--- config.mk ---
export PLATFORM = sky130hd
export DESIGN_NAME = line_sensor_filter_flat
export DESIGN_NICKNAME = d
export VERILOG_FILES = /design/src/rtl/line_sensor_filter_if.sv /design/src/rtl/line_sensor_filter.sv /design/src/flat_wrapper.sv
export SDC_FILE = /design/constraint.sdc
export NUM_CORES = 1
export LEC_CHECK = 0
export CELL_PAD_IN_SITES_DETAIL_PLACEMENT = 1
export CELL_PAD_IN_SITES_GLOBAL_PLACEMENT = 1
export CORE_UTILIZATION = 47
export DETAILED_ROUTE_END_ITERATION = 6
export GPL_ROUTABILITY_DRIVEN = 0
export PLACE_DENSITY_LB_ADDON = 0.1
export SLEW_MARGIN = 20
export SYNTH_ARGS = -nofsm -noshare
export SYNTH_HDL_FRONTEND = slang
export SYNTH_SLANG_ARGS = --single-unit
--- constraint.sdc ---
create_clock -name clk_50 -period 5.1 [get_ports clk_50]
set_input_delay 1.53 -clock clk_50 [delete_from_list [all_inputs] [get_ports clk_50]]
set_output_delay 1.53 -clock clk_50 [all_outputs]
set_load 0.05 [all_outputs]
--- src/rtl/line_sensor_filter_if.sv ---
// Frame-in / filtered-result-out bundle between the ADC controller side and the
// line-sensor filter.
interface line_sensor_filter_if #(
    parameter int DATA_W = 12
);
    logic              frame_valid;
    logic [DATA_W-1:0] d_out_ch5;
    logic [DATA_W-1:0] d_out_ch6;
    logic [DATA_W-1:0] d_out_ch7;
    logic [DATA_W-1:0] avg_ch5;
    logic [DATA_W-1:0] avg_ch6;
    logic [DATA_W-1:0] avg_ch7;
    logic              avg_valid;
    logic              warm;
    logic [2:0]        black;
    logic              node_pulse;
    logic [7:0]        node_count;

    modport master (
        output frame_valid, d_out_ch5, d_out_ch6, d_out_ch7,
        input  avg_ch5, avg_ch6, avg_ch7, avg_valid, warm, black,
               node_pulse, node_count
    );

    modport slave (
        input  frame_valid, d_out_ch5, d_out_ch6, d_out_ch7,
        output avg_ch5, avg_ch6, avg_ch7, avg_valid, warm, black,
               node_pulse, node_count
    );
endinterface

--- src/rtl/line_sensor_filter.sv ---
// Three-channel line-sensor filter: moving average, hysteresis black/white
// decision and all-black node detection for the navigation FSM.
module line_sensor_filter #(
    parameter int DATA_W      = 12,
    parameter int AVG_LOG2    = 2,
    parameter int TH_HIGH     = 1800,
    parameter int TH_LOW      = 1400,
    parameter int NODE_FRAMES = 3
) (
    input logic clk_50,
    input logic rst,
    line_sensor_filter_if.slave bus
);
    localparam int WIN    = 1 << AVG_LOG2;
    localparam int SUM_W  = DATA_W + AVG_LOG2;
    localparam int FILL_W = AVG_LOG2 + 1;
    localparam logic [DATA_W-1:0] TH_HI  = DATA_W'(TH_HIGH);
    localparam logic [DATA_W-1:0] TH_LO  = DATA_W'(TH_LOW);
    localparam logic [7:0]        NODE_N = 8'(NODE_FRAMES);

    typedef enum logic [1:0] {IDLE, RUN, LOCK} node_state_t;

    logic [DATA_W-1:0] sample [3];
    logic [DATA_W-1:0] win    [3][WIN];
    logic [SUM_W-1:0]  sum    [3];
    logic [DATA_W-1:0] avg    [3];
    logic [FILL_W-1:0] fill;
    logic              s1_valid;
    logic              update;
    logic [2:0]        black_next;
    logic              all_black;

    node_state_t state, state_next;
    logic [7:0]  run, run_next;
    logic        node_fire;

    assign sample[0] = bus.d_out_ch5;
    assign sample[1] = bus.d_out_ch6;
    assign sample[2] = bus.d_out_ch7;

    // Stage 1: the window starts zeroed, so subtracting the oldest entry is
    // also correct while the window is still filling.
    always_ff @(posedge clk_50) begin
        if (rst) begin
            s1_valid <= 1'b0;
            fill     <= '0;
            for (int c = 0; c < 3; c++) begin
                sum[c] <= '0;
                for (int i = 0; i < WIN; i++) win[c][i] <= '0;
            end
        end else begin
            s1_valid <= bus.frame_valid;
            if (bus.frame_valid) begin
                if (fill != FILL_W'(WIN)) fill <= fill + FILL_W'(1);
                for (int c = 0; c < 3; c++) begin
                    sum[c]    <= sum[c] + SUM_W'(sample[c]) - SUM_W'(win[c][WIN-1]);
                    win[c][0] <= sample[c];
                    for (int i = WIN - 1; i > 0; i--) win[c][i] <= win[c][i-1];
                end
            end
        end
    end

    assign update = s1_valid && (fill == FILL_W'(WIN));

    always_comb begin
        for (int c = 0; c < 3; c++) avg[c] = DATA_W'(sum[c] >> AVG_LOG2);
    end

    // Channel 5 is the left sensor and lands in the MSB of black.
    always_comb begin
        black_next = bus.black;
        for (int c = 0; c < 3; c++) begin
            if (avg[c] >= TH_HI)      black_next[2-c] = 1'b1;
            else if (avg[c] <= TH_LO) black_next[2-c] = 1'b0;
        end
    end

    assign all_black = &black_next;

    always_ff @(posedge clk_50) begin
        if (rst) begin
            state <= IDLE;
            run   <= '0;
        end else if (update) begin
            state <= state_next;
            run   <= run_next;
        end
    end

    always_comb begin
        state_next = state;
        run_next   = run;
        case (state)
            IDLE: begin
                if (all_black) begin
                    run_next   = 8'd1;
                    state_next = (NODE_N <= 8'd1) ? LOCK : RUN;
                end
            end
            RUN: begin
                if (!all_black) begin
                    state_next = IDLE;
                    run_next   = '0;
                end else if (run + 8'd1 >= NODE_N) begin
                    state_next = LOCK;
                    run_next   = '0;
                end else begin
                    run_next = run + 8'd1;
                end
            end
            LOCK: begin
                if (!all_black) state_next = IDLE;
                run_next = '0;
            end
            default: begin
                state_next = IDLE;
                run_next   = '0;
            end
        endcase
    end

    // A node is declared exactly on the transition into LOCK.
    always_comb begin
        node_fire = update && (state != LOCK) && (state_next == LOCK);
    end

    always_ff @(posedge clk_50) begin
        if (rst) begin
            bus.avg_ch5    <= '0;
            bus.avg_ch6    <= '0;
            bus.avg_ch7    <= '0;
            bus.avg_valid  <= 1'b0;
            bus.warm       <= 1'b0;
            bus.black      <= '0;
            bus.node_pulse <= 1'b0;
            bus.node_count <= '0;
        end else begin
            bus.avg_valid  <= update;
            bus.node_pulse <= node_fire;
            if (update) begin
                bus.avg_ch5 <= avg[0];
                bus.avg_ch6 <= avg[1];
                bus.avg_ch7 <= avg[2];
                bus.warm    <= 1'b1;
                bus.black   <= black_next;
            end
            if (node_fire) bus.node_count <= bus.node_count + 8'd1;
        end
    end
endmodule

--- src/flat_wrapper.sv ---
// flat-port wrapper written by rule: the top's interface ports become plain ports
module line_sensor_filter_flat 
#(
    parameter int DATA_W      = 12,
    parameter int AVG_LOG2    = 2,
    parameter int TH_HIGH     = 1800,
    parameter int TH_LOW      = 1400,
    parameter int NODE_FRAMES = 3
)
  (clk_50, rst, bus_frame_valid, bus_d_out_ch5, bus_d_out_ch6, bus_d_out_ch7, bus_avg_ch5, bus_avg_ch6, bus_avg_ch7, bus_avg_valid, bus_warm, bus_black, bus_node_pulse, bus_node_count);
  line_sensor_filter_if #(.DATA_W(DATA_W)) bus_i ();
  input logic clk_50;
  input logic rst;
  input wire logic [$bits(bus_i.frame_valid)-1:0] bus_frame_valid;
  input wire logic [$bits(bus_i.d_out_ch5)-1:0] bus_d_out_ch5;
  input wire logic [$bits(bus_i.d_out_ch6)-1:0] bus_d_out_ch6;
  input wire logic [$bits(bus_i.d_out_ch7)-1:0] bus_d_out_ch7;
  output wire logic [$bits(bus_i.avg_ch5)-1:0] bus_avg_ch5;
  output wire logic [$bits(bus_i.avg_ch6)-1:0] bus_avg_ch6;
  output wire logic [$bits(bus_i.avg_ch7)-1:0] bus_avg_ch7;
  output wire logic [$bits(bus_i.avg_valid)-1:0] bus_avg_valid;
  output wire logic [$bits(bus_i.warm)-1:0] bus_warm;
  output wire logic [$bits(bus_i.black)-1:0] bus_black;
  output wire logic [$bits(bus_i.node_pulse)-1:0] bus_node_pulse;
  output wire logic [$bits(bus_i.node_count)-1:0] bus_node_count;
  assign bus_i.frame_valid = bus_frame_valid;
  assign bus_i.d_out_ch5 = bus_d_out_ch5;
  assign bus_i.d_out_ch6 = bus_d_out_ch6;
  assign bus_i.d_out_ch7 = bus_d_out_ch7;
  assign bus_avg_ch5 = bus_i.avg_ch5;
  assign bus_avg_ch6 = bus_i.avg_ch6;
  assign bus_avg_ch7 = bus_i.avg_ch7;
  assign bus_avg_valid = bus_i.avg_valid;
  assign bus_warm = bus_i.warm;
  assign bus_black = bus_i.black;
  assign bus_node_pulse = bus_i.node_pulse;
  assign bus_node_count = bus_i.node_count;
  line_sensor_filter #(.DATA_W(DATA_W), .AVG_LOG2(AVG_LOG2), .TH_HIGH(TH_HIGH), .TH_LOW(TH_LOW), .NODE_FRAMES(NODE_FRAMES)) u_core (.clk_50(clk_50), .rst(rst), .bus(bus_i));
endmodule
==> results.md, run 1 <==
* Status: finished clean
* Io pins at 89
* CP bufs+invs at 3
* Critical hold path startpoint: u_core.bus.avg_ch5[8]$_SDFFE_PP0P_
* Crit-path max cell delay at 590 ps
* DR vias at 8052
* CTS hold repair buffers at 0
* Tightest Hold Check Type: flip-flop to flip-flop
* GRT Total Usage at 0.1990
* Root buf cell: clkbuf_16
* Maximum fanout along the worst path at 3
* Syn nets at 1244
* Number of diodes at 0
* Crit-path cells: clkdlybuf4s50_1 -> inv_1 -> fa_1 -> inv_1 -> ha_1 -> a211oi_1 -> o211ai_1 -> a41oi_1 -> o21bai_1 -> a21oi_1 -> o21ai_0 -> mux2_2
* Htree depth at 1
* Worst hold slack at 455.5 ps
* Dpl hpwl at 17480 microns
* Area after DPL at about 14000 sq um
* Final ANT Viol Nets at 0
* Final worst-path cycle share at 0.8622
* Vias per cell at 5.162
* Reg2Reg Capture Point: u_core.sum[0][13]$_SDFFCE_PN0P_
* DR top layer: met4
* Lkg Pwr at 0.005959 uW
* Routed WL at roughly 25000 microns
* Hold Path Sink: u_core.bus.avg_ch5[8]$_SDFFE_PP0P_
* Synth warn at 0
* Area Overhead vs Synth at 17.94%
* Post-synth cell types at 66
* R2R Setup Slk at roughly 1800 ps
* Clock sinks at between 200 and 300
* Latest clock arrival within the worst-skew pair at 540 ps
* CTS Buffer Depth at 3
* Post-synth EDFFs at roughly 190
* CP dominant cell by count: inv_1
* Crit start category: input pin
* Number of setup buffers added after CTS at 0
* Core area at 25400 sq um
* Relative slew slack at 0.4216
* Cells after Synth at 1119
* Peak supply drop at 242.5 uV
* 1st-pass router iterations at 4
* Met3 WL post-DR at 943 microns
* Synth Flop Type: edfxtp_1
* Die H at 163.6 microns
* CP Class: input pin to flip-flop
* Slew Viols, Final at 0
* GRT overflow at 0
* PD cells at ~410 nW/um^2
* FFs w/ async S/R, synth at 0
* Met2 wire len at 12200 microns
* Minimum clock period at 4397 ps
* Final instance area at 14470 sq um
* Synth area leaders: edfxtp_1 46%, dfxtp_1 10%, and2_1 6.3%
* Starting DRC count in detailed routing at 467
* Synthesis-stage register bit count at 250
* Final hold vios at 0
* Synth Area per Inst at 10.96 sq um
* CTS tree: yes
* Initial Utilization at 0.4831
* Endpoints failing setup at 0
* Finished Layout Cells at around 1600
* Wire per inst at between 15 and 20 microns
* Critical Path RT at 5390 ps
* Arr. time, crit path at 4690 ps
* Nets@finish at roughly 1300
* Pin count of the biggest net entering global routing at between 60 and 70
* Post-synth top area cell: edfxtp_1
* Global-route wire length before repair at about 42000 microns
* Pre-CTS setup slack at between 100 and 150 ps
* Seq/Total Area, Yosys at 0.5597
* Die ar. at 26760 sq um
* Worst slew pin tran at 867.6 ps
* R2r worst-path depth at 11
* Row cnt at 58
* Number of fillers in the final layout at 2722
* Metal-1 WL at ~12000 microns
* Placed insts at 1510
* Post-cts sizing count at 0
* Worst flop-to-flop path startpoint: u_core.sum[0][6]$_SDFFCE_PN0P_
* RSZ-0062 raised after global routing: no
* Initial antenna violation count at 0
* Worst Setup Slack, final at 702.6 ps
* Die Wd at approximately 160 microns
* PortBufs at 88
* Max-Cap Viols at 0
* Vias in the first global route at 8472
* Hold depth at 2
* Clk_skew at 13.95 ps
* CP endpoint kind: flip-flop
* Total CTS buffers at 27
* Layout cells sized above 1 at 0.06016
* Area fraction of the dominant cell type after synthesis at 0.4552
* CP max stage cell: fa_1
* Setup TNS at 0 ps
* DRC violations left at 0
* Cell area after synthesis at 12270 sq um
* Clock slew at reported path FFs at roughly 60 ps
* Top cell family by delay on the critical path: compound AO/OA/AOI/OAI gates
* Achievable Freq at 0.2274 GHz
-- worst max path at each step --
stage | start | slack (ps) | depth (start not counted) | endpoint
final | bus_d_out_ch5[1] | 700 | 12 | u_core.sum[0][13]$_SDFFCE_PN0P_
after global routing | bus_d_out_ch5[1] | 430 | 12 | u_core.sum[0][13]$_SDFFCE_PN0P_
after CTS | bus_d_out_ch5[1] | 700 | 12 | u_core.sum[0][13]$_SDFFCE_PN0P_
after detailed placement | bus_d_out_ch5[1] | 140 | 12 | u_core.sum[0][13]$_SDFFCE_PN0P_
after global placement | bus_d_out_ch5[1] | 190 | 12 | u_core.sum[0][13]$_SDFFCE_PN0P_
after floorplan | rst | 540 | 2 | u_core.sum[0][0]$_SDFFCE_PN0P_
-- layer usage --
layer / up-vias / GRT usage
met5: - / 0
met4: 0 / 0.04672
met3: 35 / 0.02590
met2: 122 / 0.3411
met1: 3946 / 0.2674
li1: 3949 / -
-- placed cells by master, fill, tap and decap left out, drive strengths merged, types with 39 or more instances in the layout --
master and count:
edfxtp 186, clkdlybuf4s50 87, dfxtp 64, inv 167
and2 124, clkbuf 39, nand2 94, a21oi 67
ha 50, nor2 89
-- layout make-up --
type | count | area (sq um) | area share
flip-flops and latches | 250 | 6867 | 0.4745
multi-input cells | 665 | 4639 | 0.3206
repair buffers | 99 | 983.4 | 0.06796
clock buffers | 39 | 812.0 | 0.05612
inverters | 166 | 623.1 | 0.04306
well taps | 330 | 412.9 | 0.02853
clock inverters | 11 | 132.6 | 0.009166
-- registers in the layout (all words and copies together), names as in the netlist, 2 cells and up --
signal                 cells
u_core.bus.avg_ch5        12
u_core.bus.avg_ch6        12
u_core.bus.avg_ch7        12
u_core.bus.black           3
u_core.bus.node_count      8
u_core.fill                3
u_core.run                 8
u_core.state               2
u_core.sum                42
u_core.win               144
-- power breakdown --
| part | internal [uW] | switching, uW | total (uW) | leakage (uW) |
|---|---|---|---|---|
| Combinational | 581 | 834 | 1420 | 0.00293 |
| Sequential | 2380 | 106 | 2490 | 0.00256 |
| Clock | 1250 | 793 | 2050 | 0.000472 |
| Total | 4220 | 1730 | 5950 | 0.00596 |
-- worst register-to-register path: stages (launching register included) --
cell and delay [ps]:
edfxtp_1 440, inv_1 90, fa_1 510, inv_1 40
ha_1 330, a21oi_1 300, o21ai_0 220, a41oi_1 360
o21bai_1 110, a21oi_1 230, o21ai_0 130, mux2_2 280
-- cells by family (layout without fill, tap and decap cells) --
family | Yosys count | count (layout) | share of synthesized area
adders and majority gates | 86 | 86 | 0.1097
DFF | 250 | 250 | 0.5597
and+or+nand+nor | 399 | 399 | 0.1693
AOI/OAI and AO/OA | 158 | 158 | 0.08169
xor gates and xnor gates | 17 | 17 | 0.01214
muxes | 5 | 5 | 0.004385
buffers and inverters | 204 | 315 | 0.06312
-- cell usage after synthesis, drive strengths merged, types with 7 or more instances --
master,number
fa,36
o21ai,31
ha,50
nand2,94
nor2b,10
nor2,89
a211oi,7
nand3,12
and2,124
edfxtp,186
o211ai,7
nand4,9
clkbuf,32
dfxtp,64
xor2,12
a21oi,67
nor3,16
inv,166
-- stage by stage --
stage,total power [uW],utilization
floorplan,3561,-
global placement,3877,0.5325
detailed placement,3941,0.5325
CTS,6023,0.5697
global route,6303,0.5697
finish,5948,0.5697
(Power assumes the default switching activity.)
==> run 2, diff against run 1 <==
--- a/config.mk
+++ b/config.mk
@@ -5,6 +5,7 @@
 export SDC_FILE = /design/constraint.sdc
 export NUM_CORES = 1
 export LEC_CHECK = 0
+export CAP_MARGIN = 0
 export CELL_PAD_IN_SITES_DETAIL_PLACEMENT = 1
 export CELL_PAD_IN_SITES_GLOBAL_PLACEMENT = 1
 export CORE_UTILIZATION = 47
==> results of run 2 <==
Final layout, timing and power as in run 1 (identical DEF).
==> run 3, diff against run 2 <==
--- a/config.mk
+++ b/config.mk
@@ -8,10 +8,13 @@
 export CAP_MARGIN = 0
 export CELL_PAD_IN_SITES_DETAIL_PLACEMENT = 1
 export CELL_PAD_IN_SITES_GLOBAL_PLACEMENT = 1
+export CORE_ASPECT_RATIO = 0.7
 export CORE_UTILIZATION = 47
 export DETAILED_ROUTE_END_ITERATION = 6
 export GPL_ROUTABILITY_DRIVEN = 0
+export GPL_TIMING_DRIVEN = 0
 export PLACE_DENSITY_LB_ADDON = 0.1
+export SETUP_SLACK_MARGIN = 0.3
 export SLEW_MARGIN = 20
 export SYNTH_ARGS = -nofsm -noshare
 export SYNTH_HDL_FRONTEND = slang
==> run 3 against run 2 <==
Compared with the run above: sequential cell count unchanged; critical path depth did not move; maximum frequency shrank 5.5%; wire length grew 17%; largest power group unchanged; clock skew is 3.1 ps higher; largest cell class unchanged; power fell by 0.27%; clock power is 3% lower; via count grew 4.3%; sequential power hardly changed; final area is 0.29% higher.
==> results.md, run 3 (synthesis gave the netlist of run 1 again) <==
* DR vias at 8400 (+4.3%)
* PortBufs at 88 (unchanged)
* Htree depth at 1 (unchanged)
* Initial antenna violation count at 1 (+1)
* Net Sw Power at 1814 uW (+4.7%)
* CTS hold repair buffers at 0 (unchanged)
* Worst Setup Slack, final at 445.5 ps (-257.2 ps)
* Clock slew at reported path FFs at 70 ps (about the same)
* Worst slew pin tran at 872.7 ps (+5.139 ps)
* CTS Buffer Depth at 3 (unchanged)
* Pin count of the biggest net entering global routing at 55 (-13%)
* Worst hold slack at 455.2 ps (-0.2220 ps)
* Worst flop-to-flop path startpoint: u_core.sum[0][34]$_SDFFCE_PN0P_
* Status: finished clean
* Final ANT Viol Nets at 0 (unchanged)
* CP max stage cell: a2111oi_0
* Clock sinks at 250 (unchanged)
* Clk_skew at 17.06 ps (+3.112 ps)
* Dpl hpwl at 22230 microns (+27%)
* Internal Pwr Total at 4117 uW (-2.3%)
* Peak supply drop at 278.5 uV (+15%)
* Number of setup buffers added after CTS at 0 (unchanged)
* Core area at 25630 sq um (+0.90%)
* Area Overhead vs Synth at 18.27%
* Relative slew slack at 0.4182 (-0.003426)
* PD cells at 408.8 nW/um^2 (-0.56%)
* Slew Viols, Final at 0 (unchanged)
* Maximum fanout along the worst path at 4 (+1)
* Latest clock arrival within the worst-skew pair at 540 ps (about the same)
* Crit-path cells: clkdlybuf4s50_1 -> inv_1 -> fa_1 -> inv_1 -> ha_1 -> a2111oi_0 -> o211ai_1 -> nand2_1 -> o21ai_0 -> or4_1 -> a21oi_1 -> nor3b_1
* CTS tree: yes
* Vias in the first global route at 8522 (+0.59%)
* CP Class: input pin to flip-flop
* Die H at 137.2 microns (-16%)
* Row cnt at 49 (-16%)
* Register with the most flip-flops: u_core.win
* Nets@finish at 1362 (+2.1%)
* Post-cts sizing count at 0 (unchanged)
* Layout cells sized above 1 at 0.04777 (-0.01239)
* Flop pwr share at 0.422 (+0.004)
* R2R Setup Slk at 1410 ps (-390 ps)
* Tightest Hold Check Type: flip-flop to flip-flop
* Power share of the clock group at 0.333 (-0.011)
* Routed WL at 29790 microns (+17%)
* Endpoints failing setup at 0 (unchanged)
* CP dominant cell by count: inv_1
* Wire per inst at 18.76 microns (+15%)
* RSZ-0062 raised after global routing: no
* Lkg Pwr at 0.005935 uW (-0.41%)
* Crit start category: input pin
* Final instance area at 14510 sq um (+0.29%)
* Arr. time, crit path at 4910 ps (+220 ps)
* 1st-pass router iterations at 5 (+1)
* GRT Total Usage at 0.2284 (+0.02938)
* Achievable Freq at 0.2148 GHz (-5.5%)
* Critical Path RT at 5350 ps (-40 ps)
* Largest regs: u_core.win (144), u_core.sum (42)
* Final hold vios at 0 (unchanged)
* GRT overflow at 0 (unchanged)
* Starting DRC count in detailed routing at 459 (-1.7%)
* DRC violations left at 0 (unchanged)
* CP endpoint kind: flip-flop
* Minimum clock period at 4655 ps (+257.2 ps)
* R2r worst-path depth at 11 (unchanged)
* Die Wd at 195.1 microns (+19%)
* Crit-path max cell delay at 560 ps (-30 ps)
* Io pins at 89 (unchanged)
* Pre-CTS setup slack at -58.11 ps (-201.4 ps)
* Reg2Reg Capture Point: u_core.sum[0][41]$_SDFFCE_PN0P_
* Final worst-path cycle share at 0.9127 (+0.05043)
* Root buf cell: clkbuf_16
* Vias per cell at 5.290 (+2.5%)
* Logic pwr share at 0.245 (+0.007)
* Most frequent cells in the layout: 186 x edfxtp_1, 166 x inv_1, 124 x and2_1, 94 x nand2_1, 89 x nor2_1
* Die ar. at 26770 sq um (about the same)
* Worst Setup SP: bus_d_out_ch7[6]
* Area after DPL at 13640 sq um (+0.86%)
* Number of fillers in the final layout at 2765 (+1.6%)
* Max-Cap Viols at 0 (unchanged)
* Global-route wire length before repair at 46970 microns (+11%)
* Switching share of power at 0.3059 (+0.01459)
* Number of flip-flops in the largest register at 144 (unchanged)
* Commonest non-fill, non-tap cell in the layout: edfxtp_1
* Total CTS buffers at 25 (-7.4%)
* CP endpoint: u_core.sum[0][41]$_SDFFCE_PN0P_
* Initial Utilization at 0.4788 (-0.004292)
[run 3: cell types whose count changed in the layout (fill, tap and decap cells not counted), moves of 2 or more]
cell,delta
clkbuf_1,+31
buf_4,-9
clkbuf_8,-7
buf_1,+4
clkbuf_16,-3
buf_16,+2
bufinv_16,+2
clkinv_4,+2
clkinvlp_4,+2
[run 3: metal layers]
metal / global-route usage / vias to the layer above / routed length (microns)
li1: - / 4000 / -
met1: 0.3389 / 4231 / 15100
met2: 0.3611 / 138 / 13120
met3: 0.03329 / 31 / 1159
met4: 0.03806 / 0 / 406
met5: 0 / - / 0
[run 3: cell type report]
class | count | area, sq um | area share
Multi-Input combinational cell | 665 | 4631 | 0.3191
Inverter | 166 | 623.1 | 0.04294
Timing Repair Buffer | 91 | 955.9 | 0.06587
Clock buffer | 28 | 636.9 | 0.04389
Sequential cell | 250 | 6867 | 0.4732
Tap cell | 331 | 414.1 | 0.02854
Clock inverter | 18 | 230.2 | 0.01586
Buffer | 38 | 151.4 | 0.01043
Antenna cell | 1 | 2.502 | 0.0001724
[run 3: power groups by stage]
stage | sequential (uW) | combinational (uW) | clock [uW]
2_1_floorplan | 2500 | 1070 | 0
3_3_place_gp | 2540 | 1360 | 0
3_5_place_dp | 2540 | 1440 | 0
4_1_cts | 2500 | 1460 | 2000
5_1_grt | 2520 | 1670 | 2070
6_report | 2500 | 1450 | 1980
[run 3: critical path, delay by kind of cell]
family	cells	cell delay, ps
adder cells (fa/ha/maj)	2	900
AND/OR/NAND/NOR	3	730
buffers and inverters	3	590
AO/OA/AOI/OAI	4	1140
[run 3: stage by stage]
step | utilization | setup TNS (ps) | power, uW | instances
after detailed placement | 0.5323 | -89.34 | 3987 | 1541
after floorplan | - | 0 | 3561 | 1119
final | 0.5663 | 0 | 5932 | 1588
after global placement | 0.5293 | -244340 | 3906 | 1538
after global routing | 0.5662 | 0 | 6249 | 1587
after CTS | 0.5662 | 0 | 5958 | 1587
[run 3: how the worst min path moves through the flow]
stage                                        startpoint  cells after the start                                  end  slack [ps]
floorplan                    u_core.run[7]$_SDFFE_PP0P_                      1           u_core.run[7]$_SDFFE_PP0P_         450
global placement    u_core.bus.avg_ch7[11]$_SDFFE_PP0P_                      2  u_core.bus.avg_ch7[11]$_SDFFE_PP0P_         440
detailed placement   u_core.bus.avg_ch5[2]$_SDFFE_PP0P_                      2   u_core.bus.avg_ch5[2]$_SDFFE_PP0P_         450
CTS                  u_core.bus.avg_ch5[2]$_SDFFE_PP0P_                      2   u_core.bus.avg_ch5[2]$_SDFFE_PP0P_         450
global route         u_core.bus.avg_ch7[2]$_SDFFE_PP0P_                      2   u_core.bus.avg_ch7[2]$_SDFFE_PP0P_         470
finish              u_core.bus.avg_ch7[11]$_SDFFE_PP0P_                      2  u_core.bus.avg_ch7[11]$_SDFFE_PP0P_         460
